[src/rtl/acc_psw_unit.sv]
// acc_psw_unit: architectural ACC / B / PSW register stage behind the ALU.
//   Captures ALU result and flags under decoder control and supports direct
//   PSW writes. Derives parity from ACC. Runs MUL AB (shift-add) and DIV AB
//   (restoring) as iterative MD_STEPS-step sequencers.
// Ports:
//   clk, rst                 clock, synchronous active-high reset
//   alu_result/cy/ac/ov      ALU outputs to capture
//   wr_acc, wr_b             load ACC / B from alu_result
//   flag_mode                00 none, 01 CY, 10 CY+AC+OV, 11 none
//   psw_we, psw_din          direct PSW write (bit 0 ignored)
//   mul_start, div_start     start MUL AB / DIV AB (MUL wins on a tie)
//   md_busy, md_done         sequencer running / one-cycle completion pulse
//   acc, b_reg, psw, cy, ac  architectural state; psw = {CY,AC,F0,RS1,RS0,OV,F1,P}
module acc_psw_unit #(
  parameter int MD_STEPS = 8
) (
  input  logic       clk,
  input  logic       rst,
  input  logic [7:0] alu_result,
  input  logic       alu_cy,
  input  logic       alu_ac,
  input  logic       alu_ov,
  input  logic       wr_acc,
  input  logic       wr_b,
  input  logic [1:0] flag_mode,
  input  logic       psw_we,
  input  logic [7:0] psw_din,
  input  logic       mul_start,
  input  logic       div_start,
  output logic       md_busy,
  output logic       md_done,
  output logic [7:0] acc,
  output logic [7:0] b_reg,
  output logic [7:0] psw,
  output logic       cy,
  output logic       ac
);
  localparam int CW = (MD_STEPS > 1) ? $clog2(MD_STEPS) : 1;
  localparam logic [1:0] S_IDLE = 2'd0;
  localparam logic [1:0] S_RUN  = 2'd1;
  localparam logic [1:0] S_DONE = 2'd2;

  logic [1:0]    r_state;
  logic [CW-1:0] r_cnt;
  logic [7:0]    r_acc, r_b;
  logic [7:1]    r_psw;   // P is never stored
  // Shared MUL/DIV datapath: r_hi = product high / partial remainder,
  // r_lo = multiplier-product low / dividend-quotient, r_opd = multiplicand / divisor.
  logic [7:0]    r_hi, r_lo, r_opd;
  logic          r_div;

  logic       w_run, w_mul_go, w_div_go, w_dz, w_start;
  logic [8:0] w_madd, w_dsh;
  logic       w_dge;
  logic [7:0] w_nhi, w_nlo;
  logic       w_unused;

  assign w_unused = psw_din[0];

  assign w_run    = (r_state == S_RUN);
  // DONE behaves as IDLE for commands, so a start in the md_done cycle is taken.
  assign w_mul_go = !w_run && mul_start;
  assign w_div_go = !w_run && div_start && !mul_start;
  assign w_dz     = w_div_go && (r_b == 8'h00);
  assign w_start  = w_mul_go || (w_div_go && !w_dz);

  // MUL step: conditionally add multiplicand to the high half, shift right.
  assign w_madd = {1'b0, r_hi} + (r_lo[0] ? {1'b0, r_opd} : 9'd0);
  // DIV step: shift next dividend bit into remainder, subtract if it fits.
  // Remainder stays below divisor, so 8-bit modular subtraction is exact.
  assign w_dsh  = {r_hi, r_lo[7]};
  assign w_dge  = (w_dsh >= {1'b0, r_opd});

  always_comb begin
    w_nhi = w_madd[8:1];
    w_nlo = {w_madd[0], r_lo[7:1]};
    if (r_div) begin
      w_nhi = w_dge ? (w_dsh[7:0] - r_opd) : w_dsh[7:0];
      w_nlo = {r_lo[6:0], w_dge};
    end
  end

  always_ff @(posedge clk) begin
    if (rst) begin
      r_state <= S_IDLE;
      r_cnt   <= '0;
      r_acc   <= 8'h00;
      r_b     <= 8'h00;
      r_psw   <= 7'h00;
      r_hi    <= 8'h00;
      r_lo    <= 8'h00;
      r_opd   <= 8'h00;
      r_div   <= 1'b0;
    end else if (w_run) begin
      r_hi  <= w_nhi;
      r_lo  <= w_nlo;
      r_cnt <= r_cnt + 1'b1;
      if (r_cnt == CW'(MD_STEPS - 1)) begin
        // Final iteration commits its own next values directly.
        r_acc    <= w_nlo;
        r_b      <= w_nhi;
        r_psw[7] <= 1'b0;
        r_psw[2] <= r_div ? 1'b0 : (w_nhi != 8'h00);
        r_state  <= S_DONE;
      end
    end else begin
      r_state <= S_IDLE;
      if (w_start) begin
        r_hi    <= 8'h00;
        r_lo    <= w_mul_go ? r_b : r_acc;
        r_opd   <= w_mul_go ? r_acc : r_b;
        r_div   <= !w_mul_go;
        r_cnt   <= '0;
        r_state <= S_RUN;
      end else if (w_dz) begin
        r_psw[7] <= 1'b0;
        r_psw[2] <= 1'b1;
        r_state  <= S_DONE;
      end else begin
        if (wr_acc) r_acc <= alu_result;
        if (wr_b)   r_b   <= alu_result;
        if (psw_we) r_psw <= psw_din[7:1];
        // Flag capture is after the PSW write so ALU flags win on collision.
        case (flag_mode)
          2'b01: r_psw[7] <= alu_cy;
          2'b10: begin
            r_psw[7] <= alu_cy;
            r_psw[6] <= alu_ac;
            r_psw[2] <= alu_ov;
          end
          default: ;
        endcase
      end
    end
  end

  assign md_busy = w_run;
  assign md_done = (r_state == S_DONE);
  assign acc     = r_acc;
  assign b_reg   = r_b;
  assign psw     = {r_psw, ^r_acc};
  assign cy      = r_psw[7];
  assign ac      = r_psw[6];
endmodule
[config.mk]
export PLATFORM = sky130hd
export DESIGN_NAME = acc_psw_unit
export DESIGN_NICKNAME = d
export VERILOG_FILES = /design/src/rtl/acc_psw_unit.sv
export SDC_FILE = /design/constraint.sdc
export NUM_CORES = 1
export LEC_CHECK = 0
export ABC_AREA = 0
export CELL_PAD_IN_SITES_DETAIL_PLACEMENT = 0
export CELL_PAD_IN_SITES_GLOBAL_PLACEMENT = 1
export CORE_UTILIZATION = 42
export DETAILED_ROUTE_END_ITERATION = 6
export PLACE_DENSITY_LB_ADDON = 0.25
export SLEW_MARGIN = 20
export SYNTH_ARGS = -nofsm -noshare
export SYNTH_HDL_FRONTEND = slang
export SYNTH_SLANG_ARGS = --single-unit
[constraint.sdc]
create_clock -name clk -period 3.7 [get_ports clk]
set_clock_uncertainty 0.05 [all_clocks]
set_input_delay 0.37 -clock clk [delete_from_list [all_inputs] [get_ports clk]]
set_output_delay 0.37 -clock clk [all_outputs]
set_load 0.03 [all_outputs]
==> impl_metrics.toml, run 1 <==
[flow_run]
cap_violations = 0

[routing]
drc = 0
drtAntennaViolNets = 0
finalWirelength_mm = 9.74
via_per_inst = 5.50
drt_pass1_iterations = 4
vias = 3274
wl_per_cell_microns = 16.4
drt-initial-drc-count = 152

[setup_path]
slowest_delay_ps = 450
slowest_stage = "fa_1"
critPathTopFamily = "compound AO/OA/AOI/OAI gates"
path_buf_inv = 0
worstPathRequired_ps = 3880
cp_cell_sequence = "and2_1 > ha_1 > fa_1 > a211oi_1 > o21ai_0 > a21oi_1 > xnor2_1 > nor2_1 > a31oi_1 > nor3_1 > a41oi_1"
start_kind = "flop"
path_class = "flop to flop"
crit_arrival_ps = 3090
endpoint_kind = "flop"
cp_max_fo = 10

[sta]
fin_crit_sh = 0.785
rsz0062_at_grt = "false"
worst_slew_pin_slew_ps = 1020
tns_ps = 0
fmax_mhz = 344
slew_headroom = 0.318
holdWs_ps = 408
maxSlewViolCount = 0
layout_min_cycle_time_ps = 2900
setup_viol = 0
finalHoldViolCount = 0

[synthesis]
syn_area_sq_um = 3440
ys.flop_type = "dfxtp_1"
netlist_top_cells_area = "dfxtp_1 31%, a21oi_1 7.9%, nand2_1 7.2%, ha_1 6.9%, nor2_1 4.8%"
post-synth-top-area-fraction = 0.308
syn_inst = 452
syn_nets = 501
yosysTopAreaCell = "dfxtp_1"
yosys_warnings = 0
yosysSeqAreaShare = 0.308
synth_edf_count = 0
synthArstFlopShare = 0
ys_seq_elements = 53
avgSynthCellArea_sq_um = 7.61
synth_cell_type_count = 49

[clock_tree]
cts_buffer_depth = 2
clk_pin_slew_ps = 90
cts_inserted_buffers = 5
ctsResizeCount = 0
htreeDepth = 2
hold_buffers = 0
clock-root-buffer = "clkbuf_8"
insertion_delay_ps = 310
cts_tree = "built"
cts_setup_buffers = 0
clock_sinks = 53

[final_layout]
post-route-util = 0.528
syn_to_final_growth_pct = 19.8
num-fill-cells = 773
diodes = 0
drive_gt1_frac = 0.0588
final_area_sq_um = 4120
fin_nets = 541

[floorplanning]
die_area_sq_um = 8560
io_pins = 56
die_w_microns = 92.5
initial_utilization = 0.441
rows = 32
core_area_sq_um = 7810
dieHeight_microns = 92.5

[power_and_ir_drop]
power_leakage_nw = 1.58
powerDensity_nw_per_um2 = 371
vdd_drop_max_uv = 180

[global_routing]
antenna_found_initial = 0
track_usage = 0.231
grt.overflow.total = 0
grt_pass1_vias = 2970
grt_pass1_wl_mm = 15.5
grt_max_degree = 55

[placed_design]
dpl_cell_area_sq_um = 4020
dpl.hpwl_mm = 7.09
gp_congestion = 0.858
io_buffers = 54

[run_status]
outcome = "completed"

[hold_path]
hold_class = "flop to flop"
[layer usage]
metal / share of wire / up-vias / routed length [microns] / global-route usage
met5: 0 / - / 0 / 0
met4: 0.016 / 0 / 153 / 0.0560
met3: 0.044 / 13 / 424 / 0.0271
met2: 0.45 / 89 / 4360 / 0.377
met1: 0.49 / 1506 / 4800 / 0.322
li1: - / 1666 / - / -
[stage by stage]
step	instances	total power, mW	worst slack [ps]
2_1_floorplan	452	1.03	1340
3_3_place_gp	587	1.18	862
3_5_place_dp	587	1.18	828
4_1_cts	595	1.53	803
5_1_grt	595	1.62	599
6_report	595	1.53	796
[cell families (layout without fill, tap and decap cells)]
| kind of cell | Yosys count | in the layout | share of synthesized area |
|---|---|---|---|
| xor+xnor | 18 | 18 | 0.0458 |
| simple gates | 172 | 172 | 0.222 |
| flops | 53 | 53 | 0.308 |
| compound gates | 124 | 124 | 0.232 |
| mux | 16 | 16 | 0.0506 |
| buf+inv | 48 | 89 | 0.0604 |
| fa+ha+maj | 21 | 21 | 0.0808 |
[cell usage in the layout, fill, tap and decap left out, types with 6 or more instances in the layout]
master,n
a21oi_1,54
a311oi_1,11
and2_1,11
buf_4,7
clkbuf_8,6
clkdlybuf4s50_1,53
dfxtp_1,53
ha_1,19
inv_1,20
mux2_2,7
mux2i_1,8
nand2_1,66
nand3_1,26
nor2_1,44
nor3_1,9
o211ai_1,12
o21ai_0,18
xnor2_1,11
xor2_1,7
[path summary, 6_finish.rpt]
| check | startpoint | endpoint | slack [ps] | cells past startpoint |
|---|---|---|---|---|
| hold reg to reg | r_psw[3] | r_psw[3] | 410 | 2 |
| setup / recovery | r_lo[0] | r_psw[2] | 800 | 11 |
| setup reg to reg | r_lo[0] | r_psw[2] | 800 | 11 |
| hold / removal | r_psw[3] | r_psw[3] | 410 | 2 |
[cell type report]
class / instances / area, sq um / share of cell area
Tap cell: 102 / 128 / 0.0310
Sequential cell: 53 / 1060 / 0.258
Inverter: 20 / 75.1 / 0.0182
Multi-Input combinational cell: 351 / 2170 / 0.527
Clock inverter: 2 / 13.8 / 0.00334
Timing Repair Buffer: 61 / 588 / 0.143
Clock buffer: 6 / 82.6 / 0.0200
[tightest hold or removal path: cells and delay by family (launching register included)]
| family | cells | cell delay (ps) |
|---|---|---|
| DFF | 1 | 320 |
| AOI/OAI and AO/OA | 1 | 50 |
| and+or+nand+nor | 1 | 50 |
[power breakdown]
group / internal (mW) / leakage, nW / switching [mW]
clock network: 0.152 / 0.0512 / 0.200
registers: 0.610 / 0.432 / 0.0450
logic: 0.214 / 1.10 / 0.308
total: 0.976 / 1.58 / 0.553
[synth_stat cells, types with 6 or more instances]
cell and count:
a311oi_1 11, xnor2_1 11, buf_2 6, inv_1 20
mux2_2 7, nand3_1 26, xor2_1 7, a21oi_1 54
clkbuf_1 15, dfxtp_1 53, nor3_1 9, and2_1 11
ha_1 19, nor2_1 44, o21ai_0 18, mux2i_1 8
o211ai_1 12, nand2_1 66
Power figures use the tool's default switching activity.
==> run 2, diff against run 1 <==
CORE_UTILIZATION = 39   (was 42)
clock period = 3 ns   (was 3.7 ns; I/O delays follow)
==> impl_metrics.toml, run 2 (synthesized netlist as in run 1, its figures left out) <==
[sta]
layout_min_cycle_time_ps = 2770
slew_headroom = 0.471
rsz0062_at_grt = "false"
worst_slew_pin_slew_ps = 785
finalHoldViolCount = 0
fmax_mhz = 361
tns_ps = 0
fin_crit_sh = 0.924
holdWs_ps = 412
maxSlewViolCount = 0
setup_viol = 0

[clock_tree]
insertion_delay_ps = 310
hold_buffers = 0
cts_buffer_depth = 2
htreeDepth = 2
clk_pin_slew_ps = 100
ctsResizeCount = 0
cts_setup_buffers = 0
cts_inserted_buffers = 5
clock_sinks = 53
cts_tree = "built"
clock-root-buffer = "clkbuf_8"

[floorplanning]
core_area_sq_um = 8380
dieHeight_microns = 95.9
io_pins = 56
die_area_sq_um = 9200
die_w_microns = 95.9
initial_utilization = 0.410
rows = 33

[power_and_ir_drop]
powerDensity_nw_per_um2 = 453
power_mw = 1.88
vdd_drop_max_uv = 210
power_leakage_nw = 1.60

[global_routing]
grt_max_degree = 46
grt_pass1_wl_mm = 16.5
grt_pass1_vias = 3137
grt.overflow.total = 0
antenna_found_initial = 0
track_usage = 0.237

[hold_path]
worstHoldPathCells = 2
hold_class = "flop to flop"

[setup_path]
endpoint_kind = "flop"
r2r.worst_path.cells = 11
path_class = "flop to flop"
start_kind = "flop"
worstPathRequired_ps = 3190
cp_max_fo = 6
crit_arrival_ps = 2960
endpoint = "r_psw[2]"
timing.rr.end = "r_psw[2]"
reg2reg_from = "r_lo[0]"
r2r_slack_ps = 230
crit_start = "r_lo[0]"

[final_layout]
drive_gt1_frac = 0.0664
layout_commonest_cell = "nand2_1"
final_cells = 602
final_cell_mix = "66 x nand2_1, 54 x a21oi_1, 53 x dfxtp_1, 53 x clkdlybuf4s50_1, 44 x nor2_1"
syn_to_final_growth_pct = 20.6
diodes = 0
final_area_sq_um = 4150
fin_nets = 545

[routing]
wl_per_cell_microns = 17.0
drt_pass1_iterations = 5
drt-initial-drc-count = 150
drc = 0
via_per_inst = 5.58
drtAntennaViolNets = 0
vias = 3361
finalWirelength_mm = 10.2

[placed_design]
gp_congestion = 0.853
dpl.hpwl_mm = 7.60
placed_cells = 594
io_buffers = 54
dpl_cell_area_sq_um = 4060

[run_status]
outcome = "completed"

[flow_run]
cap_violations = 0
run 2: changes by cell type in the layout (fill, tap and decap cells not counted):
| cell | change |
|---|---|
| inv_6 | +1 |
| buf_4 | +4 |
| clkbuf_1 | +1 |
| a31oi_1 | -1 |
| a31oi_2 | +1 |
| clkbuf_8 | -1 |
| clkinv_4 | -1 |
run 2: worst max-delay path, stage by stage, from the launching register on:
cell	delay [ps]
dfxtp_1	380
and2_1	180
ha_1	230
fa_1	440
a211oi_1	220
o21ai_0	140
a21oi_1	230
xnor2_1	140
nor2_1	70
a31oi_2	290
nor3_1	100
a41oi_1	220
run 2: cell type report:
type                            instances  area [sq um]
Multi-Input combinational cell        351          2180
Sequential cell                        53          1060
Inverter                               20          75.1
Tap cell                              105           131
Clock buffer                            6          72.6
Clock inverter                          2          13.8
Timing Repair Buffer                   65           618
Fill cell                             850          4230
run 2: metal layers:
metal,up-vias,global-route usage,wire length [microns]
li1,1674,-,-
met1,1588,0.332,4970
met2,90,0.387,4760
met3,9,0.0269,384
met4,0,0.0585,122
met5,-,0,0
run 2: worst min path at each step:
stage                    start        to  slack (ps)
global route          r_psw[3]  r_psw[3]         440
detailed placement    r_psw[3]  r_psw[3]         400
floorplan           psw_din[1]  r_psw[1]         400
global placement      r_psw[3]  r_psw[3]         390
finish                r_psw[3]  r_psw[3]         410
CTS                   r_psw[3]  r_psw[3]         420
run 2: metrics by stage:
step | util | worst slack [ps]
2_1_floorplan | - | 640
3_3_place_gp | 0.484 | 217
3_5_place_dp | 0.484 | 166
4_1_cts | 0.494 | 142
5_1_grt | 0.495 | 37.6
6_report | 0.495 | 227
run 2: where the power goes:
| part | leakage [nW] | switching, mW | internal [mW] | total, mW |
|---|---|---|---|---|
| combinational | 1.12 | 0.386 | 0.270 | 0.657 |
| clock | 0.0456 | 0.247 | 0.167 | 0.414 |
| sequential | 0.432 | 0.0574 | 0.752 | 0.809 |
| total | 1.60 | 0.691 | 1.19 | 1.88 |
==> RTL change 1, RTL diff (config.mk and constraints of run 1) <==
Reset style: asynchronous (`rst`), changed in one clocked block. Comments in the files are not updated.
--- a/src/rtl/acc_psw_unit.sv
+++ b/src/rtl/acc_psw_unit.sv
@@ -81,5 +81,5 @@
   end
 
-  always_ff @(posedge clk) begin
+  always_ff @(posedge clk or posedge rst) begin
     if (rst) begin
       r_state <= S_IDLE;
Formal check against the unedited RTL: differs if rst is asserted again (counterexample within 4 cycles, from zero or initial values and one cycle with rst high); with rst held inactive, the same outputs for 10 cycles.
==> RTL change 1 against run 1 <==
- count of clock-buffer cells in the layout is 1 higher
- routed wire length is 6.3% lower
- synthesized area is 3.2% higher
- via count is 7.3% lower
- setup slack worse by 0.14 ns
- final area is 3.5% higher
- sequential cell count stayed put
- die area is 3.1% higher
Power is left out: the tool's default activity adds up to more than one toggle a clock period on the data nets, which glitch-free logic cannot reach.
==> RTL change 1: results <==
export IMPL_reg2regPathDepth=10
export IMPL_synth_seq_area_share_pct=37.4
export IMPL_synthArstFlopShare_pct=100
export IMPL_cts_inserted_buffers=5
export IMPL_worstSkewPairLatency_ns=0.31
export IMPL_grt_max_degree=50
export IMPL_routed_wl_um=9130
export IMPL_drt_pre_antenna_iters=5
export IMPL_yosysUniqueCellTypes=51
export IMPL_place_area_um2=4150
export IMPL_grt_usage_pct=22.0
export IMPL_place_congestion=0.817
export IMPL_wl_per_cell_um=16.7
export IMPL_arrival_ns=3.18
export IMPL_status="complete, no violations"
export IMPL_crit_family="compound AO/OA/AOI/OAI gates"
export IMPL_vias=3036
export IMPL_yosys_warnings=0
export IMPL_critPathSlowestCell="dfrtp_1"
export IMPL_path_clk_slew_ns=0.09
export IMPL_min_delay_path_class="flop to flop"
export IMPL_dp_slack_ns=0.680
export IMPL_cts_max_level=2
export IMPL_post_cts_resized=0
export IMPL_yosys_top_cells_area="dfrtp_1, ha_1, nand2_1, mux2i_1, o21ai_0"
export IMPL_netlist_area_leader_share_pct=37.4
export IMPL_crit_path_start="r_lo[0]"
export IMPL_cp_max_fo=10
export IMPL_syn_nets=441
export IMPL_cts_root_buf="clkbuf_8"
export IMPL_placed_cells=537
export IMPL_port_buffers=54
export IMPL_tightestPinTransition_ns=1.09
export IMPL_cts_buffer_depth=2
export IMPL_drt_iter0_drc=111
export IMPL_place_hpwl_um=6780
export IMPL_antenna_found_initial=0
export IMPL_layout_nets=488
export IMPL_hp_start="r_cnt[0]"
export IMPL_grt_pass1_wl_um=14700
export IMPL_synth_common_cells="nand2_1, dfrtp_1, o21ai_0"
export IMPL_min_path_cells=1
export IMPL_max_stage_delay_ns=0.52
export IMPL_grt_pass1_vias=2801
export IMPL_post_cts_setup_buffers=0
export IMPL_synth_flop_cell="dfrtp_1"
export IMPL_diodes=0
export IMPL_postSynthAreaPerCell_um2=9.06
export IMPL_drive_above_1_share_pct=7.95
RTL change 1: path summary, 6_finish.rpt:
check	to	slack (ns)
setup / recovery	r_psw[2]	0.66
hold / removal	r_cnt[0]	0.46
setup reg to reg	r_psw[2]	0.66
hold reg to reg	r_cnt[0]	0.46
max in group asynchronous	r_opd[4]	2.38
min in group asynchronous	r_psw[5]	0.49
RTL change 1: cell type report:
class / count / area, µm²
fillers: 757 / 3960
clock inverters: 1 / 30.0
flip-flops and latches: 53 / 1330
repair buffers: 59 / 578
well taps: 105 / 131
inverters: 16 / 60.1
multi-input cells: 304 / 2050
clock buffers: 7 / 86.3
RTL change 1: routing by layer:
| layer | wire length (µm) | global-route usage [%] | share of wire (%) |
|---|---|---|---|
| met3 | 425 | 2.27 | 4.7 |
| met2 | 4100 | 32.4 | 45 |
| met4 | 130 | 5.13 | 1.4 |
| met5 | 0 | 0 | 0 |
| met1 | 4470 | 34.3 | 49 |
RTL change 1: kinds of logic after synthesis:
family | synth area share, %
xor gates and xnor gates | 4.44
adders and majority gates | 7.83
muxes | 9.90
DFF | 37.4
buffers and inverters | 4.90
AOI/OAI and AO/OA | 20.1
and+or+nand+nor | 15.4
RTL change 1: per-stage QoR:
| stage | hold slack (ns) | utilization (%) |
|---|---|---|
| after floorplan | 0.413 | - |
| after global placement | 0.436 | 50.4 |
| after detailed placement | 0.436 | 50.4 |
| after CTS | 0.460 | 51.9 |
| after global routing | 0.481 | 51.9 |
| final | 0.461 | 51.9 |
==> RTL change 2, RTL diff (flow settings as in run 1) <==
Without the edit above. `MD_STEPS`: 8 -> 4.
--- a/src/rtl/acc_psw_unit.sv
+++ b/src/rtl/acc_psw_unit.sv
@@ -13,5 +13,5 @@
 //   acc, b_reg, psw, cy, ac  architectural state; psw = {CY,AC,F0,RS1,RS0,OV,F1,P}
 module acc_psw_unit #(
-  parameter int MD_STEPS = 8
+  parameter int MD_STEPS = 4
 ) (
   input  logic       clk,
Function: changed (Yosys sat finds a counterexample within 10 cycles, from zero or initial values and one cycle with rst high).
==> RTL change 2 against run 1 <==
- maximum frequency up 2.2%
- final area about the same
- setup slack better by 0.063 ns
- combinational power up 3%
- die area up 0.17%
- routed wire length down 0.59%
- first-iteration DRC count down 7.9%
- clock power up 5%
- total power up 1.4%
- sequential cell count down 1
- synthesized area up 0.18%
- final cell count down 2.4%
- highest routed layer unchanged
==> RTL change 2: results <==
export IMPL_setup_tns_ns=0
export IMPL_status="complete, no violations"
export IMPL_yosys_top_cells_area="dfxtp_1, ha_1, a21oi_1, nand2_1, nor2_1"
export IMPL_syn_nets=490
export IMPL_synth_seq_area_share_pct=30.2
export IMPL_worstSkewPairLatency_ns=0.30
export IMPL_grt_pass1_wl_um=15900
export IMPL_fill_cells=786
export IMPL_post_cts_resized=0
export IMPL_place_hpwl_um=7170
export IMPL_p_int_mw=1.01
export IMPL_dp_slack_ns=0.875
export IMPL_cts_buffer_depth=2
export IMPL_max_stage_delay_ns=0.43
export IMPL_cts_inserted_buffers=5
export IMPL_placed_cells=575
export IMPL_cts_root_buf="clkbuf_8"
export IMPL_drt_iter0_drc=140
export IMPL_critPathSlowestCell="dfxtp_1"
export IMPL_drt_pre_antenna_iters=5
export IMPL_yosys_warnings=0
export IMPL_vias=3244
export IMPL_grt_usage_pct=23.7
export IMPL_arrival_ns=2.95
export IMPL_place_congestion=0.841
export IMPL_netlist_instances=442
export IMPL_path_clk_slew_ns=0.09
export IMPL_drive_above_1_share_pct=5.64
export IMPL_crit_family="simple AND/OR/NAND/NOR gates"
export IMPL_relSlewSlack_pct=33.1
export IMPL_post_cts_setup_buffers=0
export IMPL_synthArstFlopShare_pct=0
export IMPL_layout_nets=528
export IMPL_antenna_found_initial=0
export IMPL_port_buffers=54
export IMPL_irDropWorstVdd_v=0.000203
export IMPL_p_leak_nw=1.60
export IMPL_cts_max_level=2
export IMPL_seq_area_um2=1040
export IMPL_grt_max_degree=54
export IMPL_cp_max_fo=10
export IMPL_synth_common_cells="dfxtp_1, nand2_1, nor2_1"
export IMPL_vias_per_cell=5.58
export IMPL_diodes=0
export IMPL_min_delay_path_class="flop to flop"
export IMPL_synth_edf_count=0
export IMPL_wl_per_cell_um=16.7
export IMPL_yosysUniqueCellTypes=60
export IMPL_place_area_um2=4010
RTL change 2: final cells by class:
class / instances / area share, %
sequential: 52 / 25.3
multi-input combinational: 344 / 53.6
tap: 102 / 3.10
clock inverter: 1 / 0.729
clock buffer: 5 / 1.67
timing repair buffer: 59 / 13.9
inverter: 18 / 1.64
RTL change 2: path summary, 6_finish.rpt:
check / slack (ns) / from / to / cells past startpoint
setup / recovery: 0.86 / r_lo[0] / r_psw[2] / 11
hold / removal: 0.44 / r_psw[6] / r_psw[6] / 2
setup reg to reg: 0.86 / r_lo[0] / r_psw[2] / 11
hold reg to reg: 0.44 / r_psw[6] / r_psw[6] / 2
RTL change 2: cell families after synthesis:
family,Yosys count,synth area share (%)
buffers and inverters,46,5.81
adders and majority gates,20,7.70
and+or+nand+nor,160,21.6
muxes,20,6.03
DFF,52,30.2
AOI/OAI and AO/OA,126,24.1
xor gates and xnor gates,18,4.58
RTL change 2: per-layer routing:
| metal | up-vias | GRT usage (%) | routed length [µm] |
|---|---|---|---|
| li1 | 1638 | - | - |
| met1 | 1501 | 31.3 | 4660 |
| met2 | 86 | 39.0 | 4360 |
| met3 | 19 | 3.53 | 399 |
| met4 | 0 | 8.98 | 256 |
| met5 | - | 0 | 0 |
RTL change 2: power groups by stage:
stage / Clock [mW] / Sequential (mW) / Combinational, mW
2_1_floorplan: 0 / 0.664 / 0.371
3_3_place_gp: 0 / 0.658 / 0.528
3_5_place_dp: 0 / 0.658 / 0.531
4_1_cts: 0.378 / 0.646 / 0.535
5_1_grt: 0.399 / 0.652 / 0.592
6_report: 0.369 / 0.647 / 0.536
